[config.mk]
export PLATFORM = sky130hd
export DESIGN_NAME = wb_regfile
export DESIGN_NICKNAME = d
export VERILOG_FILES = /design/src/rtl/wb_regfile.sv
export SDC_FILE = /design/constraint.sdc
export NUM_CORES = 1
export LEC_CHECK = 0
export BUFFER_PORTS_ARGS = -buffer_cell sky130_fd_sc_hd__buf_4
export CORE_MARGIN = 4
export CORE_UTILIZATION = 49
export DETAILED_ROUTE_END_ITERATION = 10
export GPL_ROUTABILITY_DRIVEN = 0
export HOLD_SLACK_MARGIN = 0.15
export PLACE_DENSITY_LB_ADDON = 0.12
export SETUP_SLACK_MARGIN = 0.02
export SYNTH_ARGS = -nofsm -noshare
export SYNTH_HDL_FRONTEND = slang
export SYNTH_SLANG_ARGS = --single-unit
[constraint.sdc]
create_clock -name clk -period 4.23 [get_ports clk]
set_clock_uncertainty 0.05 [all_clocks]
set_input_delay 0.423 -clock clk [delete_from_list [all_inputs] [get_ports clk]]
set_output_delay 0.423 -clock clk [all_outputs]
set_load 0.005 [all_outputs]
[src/rtl/wb_regfile.sv]
// Writeback end: selects the result, commits it to a 16x16 register file with bypassed reads, tracks halt and retirement.
// Reads and wb_data are combinational; writes, halt and count update on the next edge. There is no backpressure.
module wb_regfile (
  input  logic        clk,
  input  logic        rst_n,
  input  logic        wb_valid,
  input  logic [15:0] wb_ALU_result,
  input  logic [15:0] wb_memData,
  input  logic [15:0] wb_PC_next,
  input  logic        wb_MemToReg,
  input  logic        wb_PCToReg,
  input  logic        wb_RegWrite,
  input  logic        wb_HLT,
  input  logic [3:0]  wb_DstReg,
  input  logic [3:0]  SrcReg1,
  input  logic [3:0]  SrcReg2,
  output logic [15:0] SrcData1,
  output logic [15:0] SrcData2,
  output logic [15:0] wb_data,
  output logic        halted,
  output logic [15:0] retired_count
);

  // R0 has no storage; it always reads as zero.
  logic [15:0] regFile [1:15];
  logic        writeEn;
  logic        retireEn;

  always_comb begin
    if (wb_PCToReg)       wb_data = wb_PC_next;
    else if (wb_MemToReg) wb_data = wb_memData;
    else                  wb_data = wb_ALU_result;
  end

  assign writeEn  = wb_valid & wb_RegWrite & ~wb_HLT & ~halted & (wb_DstReg != 4'd0);
  assign retireEn = wb_valid & ~halted;

  // A read of the register being written this cycle sees the new value.
  always_comb begin
    if (SrcReg1 == 4'd0)                       SrcData1 = 16'h0000;
    else if (writeEn && SrcReg1 == wb_DstReg)  SrcData1 = wb_data;
    else                                       SrcData1 = regFile[SrcReg1];
  end

  always_comb begin
    if (SrcReg2 == 4'd0)                       SrcData2 = 16'h0000;
    else if (writeEn && SrcReg2 == wb_DstReg)  SrcData2 = wb_data;
    else                                       SrcData2 = regFile[SrcReg2];
  end

  always_ff @(posedge clk or negedge rst_n) begin
    if (!rst_n) begin
      for (int i = 1; i < 16; i++) regFile[i] <= 16'h0000;
    end else if (writeEn) begin
      regFile[wb_DstReg] <= wb_data;
    end
  end

  always_ff @(posedge clk or negedge rst_n) begin
    if (!rst_n) begin
      halted        <= 1'b0;
      retired_count <= 16'h0000;
    end else begin
      if (retireEn && wb_HLT) halted <= 1'b1;
      if (retireEn && retired_count != 16'hFFFF) retired_count <= retired_count + 16'd1;
    end
  end

endmodule

After elaboration in Yosys (flattened, before gate mapping)
Cells that the tools add are included.
- magnitude comparators: 4
- reduce and logical (&&, ||, !) cells: 8
- bitwise gates (word level): 10
- equal/unequal tests: 3
- $add $sub $neg: 1
- mux-type cells: 15
- operators by type and width (kind ; number):
    $bwmux 240 ; 1
    $mux 16 ; 11
    $bmux 16 s4 ; 2
    $demux 16 s4 ; 1
    $add 16x1->16 const B ; 1
    $ne 16x16->1 const B ; 1
    $ge 5x5->1 const B ; 3
    $not 4->5 ; 3
    $eq 4x4->1 ; 2
    $logic_not 4->1 ; 2
    $and 1x1->1 ; 5
    $logic_and 1x1->1 ; 5
    $lt 5x1->1 const B ; 1
    $reduce_bool 4->1 ; 1
    $not 1->1 ; 2
- input port bits: 67
- register bits: 257
- word-level logic and storage cells: 58

Longest topological paths before layout
Gate-level depths: netlist of the first run.
- word-level depth: 7
- depth in mapped cells: 8
- mapped depth without buffers: 6

Worst setup path after synthesis of the first run
Ideal clock, no wire load.
- path type: input to output
- from: input wb_MemToReg
- to: output SrcData1[14]
- path buffers: 3
- stages on the path: 7
- path slack: 2070 ps
- data required time: 3757 ps
- data arrival time: 1687 ps
- cells stage by stage: buf_2 -> buf_6 -> mux2i_1 -> nor2_1 -> a21oi_1 -> clkbuf_1 -> mux2i_1
- longest elaborated chain between the ends: 4
- RTL lines (item ; line ; RTL):
    start, declared ; 10 ; input logic wb_MemToReg,
    $mux 16 ; 31 ; else if (wb_MemToReg) wb_data = wb_memData;
    $mux 16 ; 30 ; if (wb_PCToReg) wb_data = wb_PC_next;
    $mux 16 ; 41 ; else if (writeEn && SrcReg1 == wb_DstReg) SrcData1 = wb_data;
    $mux 16 ; 40 ; if (SrcReg1 == 4'd0) SrcData1 = 16'h0000;
    end, declared ; 17 ; output logic [15:0] SrcData1,
Every way passes these cells.

Worst setup path in the final report of the first run
- from: input wb_HLT
- to: output SrcData2[7]
- longest elaborated chain between the ends: 7
- RTL lines (item ; line ; RTL):
    start, declared ; 13 ; input logic wb_HLT,
    $not 1->1 ; 35 ; assign writeEn = wb_valid & wb_RegWrite & ~wb_HLT & ~halted & (wb_DstReg != 4'd0);
    $and 1x1->1 (3 in series) ; 35 ;
    $logic_and 1x1->1 ; 47 ; else if (writeEn && SrcReg2 == wb_DstReg) SrcData2 = wb_data;
    $mux 16 ; 47 ;
    $mux 16 ; 46 ; if (SrcReg2 == 4'd0) SrcData2 = 16'h0000;
    end, declared ; 18 ; output logic [15:0] SrcData2,
Every way passes these cells.

==> metrics.txt, run 1 <==
Inserted Diodes=0; Pleak=approximately 7.3 nW; Starting Density=between 50 and 60%; CP Capture Type=primary output; Max Slew Vio Count=0; f_max=286.3 MHz; CP Class=in2out; DIE WIDTH=around 180 µm; synth-to-layout area growth=16.57%; count leader, synth=nand2_1; startpoint types=primary input; FF-to-FF Start=halted$_DFFE_PN0P_; Reg2Reg Depth=6; H-tree levels=1; R2R setup slack=1.53 ns; final hold viol count=0; Setup crit start=wb_HLT; end point of the critical path=SrcData2[7]; share of flip-flops with an asynchronous set or reset=between 90% and 100%; Nets=1532; worst slew pin tran=0.9950 ns; Synth Flop Type=dfrtp_1; Post-Layout Cell Count=1864; routed len/inst=23.94 µm; Die Ht=177.2 µm; Synth area leaders=dfrtp_1 46%, mux4_2 13%, o21ai_0 9.0%, nand2_1 7.4%, mux2_2 3.9%; clock latency on the worst-skew pair=0.54 ns; row count=61; DR pass1 iterations=5; CP top delay family=buffers and inverters; initial antenna violation count=0; Pwr Density=between 300 and 400 nW/µm²; EDFF count, synth=0; slowest CP cell=dlygate4sd3_1; CP Data Required Time=3.76 ns; Overflow after GRT=0; Ports=around 130; detailed placement HPWL=29190 µm; routed wire length=44620 µm; vias=11420; TritonCTS buffer count=29; IO Port Bufs=around 130; total power=0.005977 W; DP Cell Count=approximately 1800; Min-Delay Path Class=in2reg; CTS tree=yes; RSZ-0062 raised after global routing=no; R2R Path End=regFile[56]$_DFFE_PN0P_; cell area after synthesis=14020 µm²; Buf/Inv on CP=4; commonest cells in the netlist=275 x nand2_1, 257 x dfrtp_1, 252 x o21ai_0; Starting DRT DRC Count=1388; clock root buffer=clkbuf_16; Mapped Nets=1442; Max-Cap Viols=0; Synth Instances=1374; vias in the first global route=11190; setup bufs post-CTS=0; wire length of the first global-routing pass=68900 µm; worst path cell trace=dlygate4sd3_1 -> buf_4 -> and4bb_2 -> a21boi_0 -> nand4_1 -> o41ai_2 -> buf_4 -> o32ai_1 -> buf_4; Final TNS setup=0 ns; Max-slew headroom=33.66%; Critical Path Fanout Max=11; die area=about 31000 µm²; share of the synthesized area in the top cell type=45.86%; Final Setup Violations=0; Post-Syn Area per Cell=slightly above 10 µm²; slowest cell delay on critical path=0.54 ns; shortest period the worst path allows=3.492 ns; floorplan core area=approximately 28000 µm²; status=complete, no violations; Worst-path clk slew=roughly 0.060 ns; Crit path depth=9; fin crit share=82.56%; vias per cell=6.124; Yosys reg bits=257; CTS max path bufs=3; crit path DAT=between 3 and 4 ns; largest net degree at the start of global routing=119; post-route ant nets=0; number of synthesis warnings=0; area leader, netlist=dfrtp_1; Crit path top cell by count=buf_4; Global Route Usage Sum=28.62%; Sink Count=257; residual DRC count=0; share of layout cells above drive strength 1=about a quarter; sequential share of the synthesized area=a little under half; worst vdd ir=between 0.3 and 0.4 mV; Unique masters post-synth=50
-- per-layer routing --
layer	track usage, %	vias up	wire length [µm]
met4	8.640	0	1529
met5	0	-	0
li1	-	5145	-
met1	40.64	5654	18980
met3	5.533	95	3548
met2	45.16	522	20550
-- cells in the final DEF (no fill, tap or decap), types with 4 or more instances in the layout --
cell type     n
nor2b_1      15
and2_1        4
mux4_2       82
xnor2_1      14
a221o_1       6
a221oi_1     23
o32ai_1       8
nand4_1       7
o22ai_1      21
o2bb2ai_1     4
mux2i_1      47
xor2_1        9
a22oi_1       6
clkbuf_16    29
nor3_1       12
clkinvlp_4    6
bufinv_16     6
dfrtp_1     257
nand2b_1      6
a211oi_1      4
clkinv_2      5
a21oi_1      33
o21a_1        8
nand2_1     274
nand3_1      15
nor2_1       36
inv_1        23
buf_4       177
a31oi_1       5
mux2_2       49
o21ai_0     252
clkbuf_8      5
-- worst min-delay path by stage --
| stage | slack (ns) | endpoint | start | cells past startpoint |
|---|---|---|---|---|
| final | 0.34 | regFile[206]$_DFFE_PN0P_ | wb_PC_next[14] | 3 |
| after detailed placement | 0.43 | retired_count[6]$_DFFE_PN0P_ | retired_count[6]$_DFFE_PN0P_ | 1 |
| after global routing | 0.36 | regFile[235]$_DFFE_PN0P_ | wb_PC_next[11] | 4 |
| after CTS | 0.33 | regFile[167]$_DFFE_PN0P_ | wb_PC_next[7] | 4 |
| after floorplan | 0.08 | halted$_DFFE_PN0P_ | rst_n | 0 |
| after global placement | 0.42 | regFile[196]$_DFFE_PN0P_ | regFile[196]$_DFFE_PN0P_ | 2 |
-- worst reg2reg max path, cell delays in order, from the launching register on --
cell      delay [ns]
dfrtp_1         0.40
and4bb_2        0.53
and2_1          0.24
nand3_1         0.64
buf_4           0.50
nand2_1         0.11
o21ai_0         0.07
-- kinds of logic after synthesis --
family          share of synthesized area (%)
fa+ha+maj                             0.08922
compound gates                          15.73
mux                                     20.46
buf+inv                                 4.952
flops                                   45.86
simple gates                            11.47
xor+xnor                                1.437
-- repair_timing --
action                    4_1_cts  5_1_grt
hold buffers                    3        0
gates resized for setup         0        0
hold endpoints to repair      114        0
-- power by group --
part	total, W	internal (W)	switching (W)
combinational	0.000662	0.000273	0.000390
clock	0.00276	0.00171	0.00106
sequential	0.00255	0.00250	0.0000472
-- state kept, by name, indices dropped and copies added, names as in the netlist --
signal	cells
halted	1
regFile	240
retired_count	16
-- layout make-up --
class,count,area (µm²)
clock buffer,36,802.0
clock inverter,17,250.2
fill,2466,11660
inverter,23,86.33
multi-input combinational,971,6909
sequential,257,6431
tap,378,473.0
timing repair buffer,182,1394
-- through the flow --
step	utilization (%)	area (µm²)	worst slack [ns]	hold slack (ns)
CTS	58.36	16350	0.8000	0.3338
global route	58.36	16350	0.6966	0.3576
global placement	54.49	15260	1.132	0.4247
finish	58.36	16350	0.7377	0.3410
detailed placement	54.49	15260	1.086	0.4340
floorplan	-	14020	2.070	0.07741
Note: power is estimated with default switching activity, not from simulation.
==> run 2, diff against run 1 <==
Settings changed: ABC_AREA set to 1.
Clock period 4.23 ns to 3.2 ns, I/O delays scaled along.
==> metrics.txt, run 2 <==
status=complete, no violations; CP Capture Type=primary output; Worst-path clk slew=0.06 ns (about the same); Yosys reg bits=257 (unchanged); RSZ-0062 raised after global routing=no; Max-Cap Viols=0 (unchanged); routed wire length=58550 µm (+31%); largest register by flop count=regFile; crit path DAT=2.67 ns (-0.35 ns); slowest CP cell=a21oi_1; Starting DRT DRC Count=2138 (+54%); commonest cells in the netlist=918 x nand2_1, 347 x nand3_1, 257 x dfrtp_1; largest net degree at the start of global routing=100 (-16%); cell area after synthesis=15850 µm² (+13%); share of the synthesized area in the top cell type=40.57% (-5.3 points); vias per cell=5.863 (-4.3%); clock root buffer=clkbuf_16; area leader, netlist=dfrtp_1; residual DRC count=0 (unchanged); DIE WIDTH=187.9 µm (+6.0%); CP Data Required Time=2.83 ns (-0.93 ns); Nets=2463 (+61%); CTS max path bufs=3 (unchanged); Overflow after GRT=0 (unchanged); R2R setup slack=0.96 ns (-0.57 ns); H-tree levels=1 (unchanged); Unique masters post-synth=32 (-36%); Inserted Diodes=0 (unchanged); Regs by FF count=regFile: 240 flops, retired_count: 16 flops, halted: 1 flops; total power=0.008399 W (+41%); Mapped Nets=2401 (+67%); startpoint types=register; Synth Flop Type=dfrtp_1; initial antenna violation count=0 (unchanged); Final TNS setup=0 ns (unchanged); slowest cell delay on critical path=0.43 ns (-0.11 ns); CTS tree=yes; Critical Path Fanout Max=30 (+19); synth-to-layout area growth=15.14%; clock latency on the worst-skew pair=0.56 ns (+0.02 ns); Pleak=8.807 nW (+21%); share of layout cells above drive strength 1=12.40% (-12 points); Starting Density=49.97% (-0.088 points); f_max=329.5 MHz; Pwr Density=460.2 nW/µm² (+26%); fin crit share=94.85%; vias in the first global route=15650 (+40%); CP Class=reg2out; post-route ant nets=0 (unchanged); final hold viol count=0 (unchanged); Post-Syn Area per Cell=6.794 µm² (-33%); Sink Count=257 (unchanged); count leader, synth=nand2_1; share of flip-flops with an asynchronous set or reset=100.0% (unchanged); worst slew pin tran=0.9534 ns (-0.04169 ns); Global Route Usage Sum=32.39% (+3.8 points); Util after Layout=57.54% (-0.82 points); IO Port Bufs=131 (unchanged); Synth area leaders=dfrtp_1 41%, nand2_1 22%, nand3_1 11%, o21ai_0 5.4%, o21a_1 3.3%; max reg flops=240 (unchanged); sequential share of the synthesized area=40.57% (-5.3 points); Die Ht=187.9 µm (+6.0%); routed len/inst=20.75 µm (-13%); TritonCTS buffer count=30 (+3.4%); die area=35290 µm² (+12%); setup bufs post-CTS=0 (unchanged); worst vdd ir=0.4378 mV (+34%); EDFF count, synth=0 (unchanged); DR pass1 iterations=6 (+1); shortest period the worst path allows=approximately 3.0 ns; Synth Instances=2333 (+70%); detailed placement HPWL=36710 µm (+26%); Buf/Inv on CP=2 (-2); Max-slew headroom=36.37% (+2.7 points); floorplan core area=31720 µm² (+13%); Crit path top cell by count=buf_4; Ports=132 (unchanged); commonest non-fill, non-tap cell in the layout=nand2_1; final hold slack=0.1718 ns (-0.1692 ns); row count=65 (+6.6%); most frequent cells in the layout=917 x nand2_1, 347 x nand3_1, 257 x dfrtp_1, 188 x buf_4, 171 x o21ai_0; Min-Delay Path Class=in2reg; CP top delay family=simple AND/OR/NAND/NOR gates; number of synthesis warnings=0 (unchanged); wire length of the first global-routing pass=90880 µm (+32%); Final Setup Violations=0 (unchanged); worst path cell trace=nor2_4 -> nand3_4 -> nor2_8 -> nand3_1 -> buf_4 -> a21oi_1 -> buf_4; vias=16540 (+45%); Max Slew Vio Count=0 (unchanged)
[run 2: per-layer routing]
| metal | global-route usage [%] | vias to the layer above | part of all wire [%] |
|---|---|---|---|
| met5 | 0 | - | 0 |
| met4 | 13.47 | 0 | 4.5 |
| met3 | 6.310 | 171 | 10 |
| met2 | 52.20 | 918 | 46 |
| met1 | 43.00 | 7804 | 40 |
| li1 | - | 7647 | - |
[run 2: power by group]
part / total (W) / leakage, nW / switching [W] / internal (W)
registers: 0.00344 / 3.40 / 0.0000924 / 0.00334
logic: 0.00129 / 4.88 / 0.000848 / 0.000443
clock network: 0.00367 / 0.525 / 0.00144 / 0.00223
[run 2: cells by family (layout without fill, tap and decap cells)]
group           Yosys count  after routing  share of synthesized area [%]
buf+inv                 318            404                          8.652
xor+xnor                 17             17                         0.9394
compound gates          353            353                          12.97
flops                   257            257                          40.57
fa+ha+maj                 1              1                        0.07893
simple gates           1387           1387                          36.79
[run 2: cell type report]
class | count | area (µm²)
Sequential cell | 257 | 6431
Clock inverter | 11 | 138.9
Clock buffer | 45 | 928.4
Fill cell | 3032 | 13470
Inverter | 147 | 555.5
Timing Repair Buffer | 201 | 1637
Multi-Input combinational cell | 1758 | 8056
Tap cell | 402 | 503.0
[run 2: final timing paths]
check / from / to / depth (start not counted)
setup / recovery: halted$_DFFE_PN0P_ / SrcData2[2] / 7
hold / removal: wb_PC_next[5] / regFile[69]$_DFFE_PN0P_ / 5
setup reg to reg: halted$_DFFE_PN0P_ / regFile[193]$_DFFE_PN0P_ / 7
hold reg to reg: regFile[110]$_DFFE_PN0P_ / regFile[110]$_DFFE_PN0P_ / 2
max in group asynchronous: rst_n / regFile[203]$_DFFE_PN0P_ / 3
min in group asynchronous: rst_n / retired_count[8]$_DFFE_PN0P_ / 2
[run 2: what timing repair did]
item,in CTS,in global routing
endpoints found under the hold margin,87,0
hold buffers,3,0
endpoints found under the setup margin,0,1
gates resized for setup,0,1
[run 2: stage by stage]
step	worst slack, ns	cells	area, µm²
final	0.1648	2821	18250
after global routing	0.02429	2821	18250
after CTS	0.1374	2821	18250
after detailed placement	0.6437	2762	17150
after global placement	0.6538	2762	17150
after floorplan	1.424	2333	15850
[run 2: worst register-to-register path, stage by stage, from the launching register on]
cell and delay [ns]:
dfrtp_1 0.41, nor2_4 0.22, nand3_4 0.21, nor3_4 0.24, inv_2 0.26, nor2_4 0.56, nand2_1 0.13, nand2_1 0.10
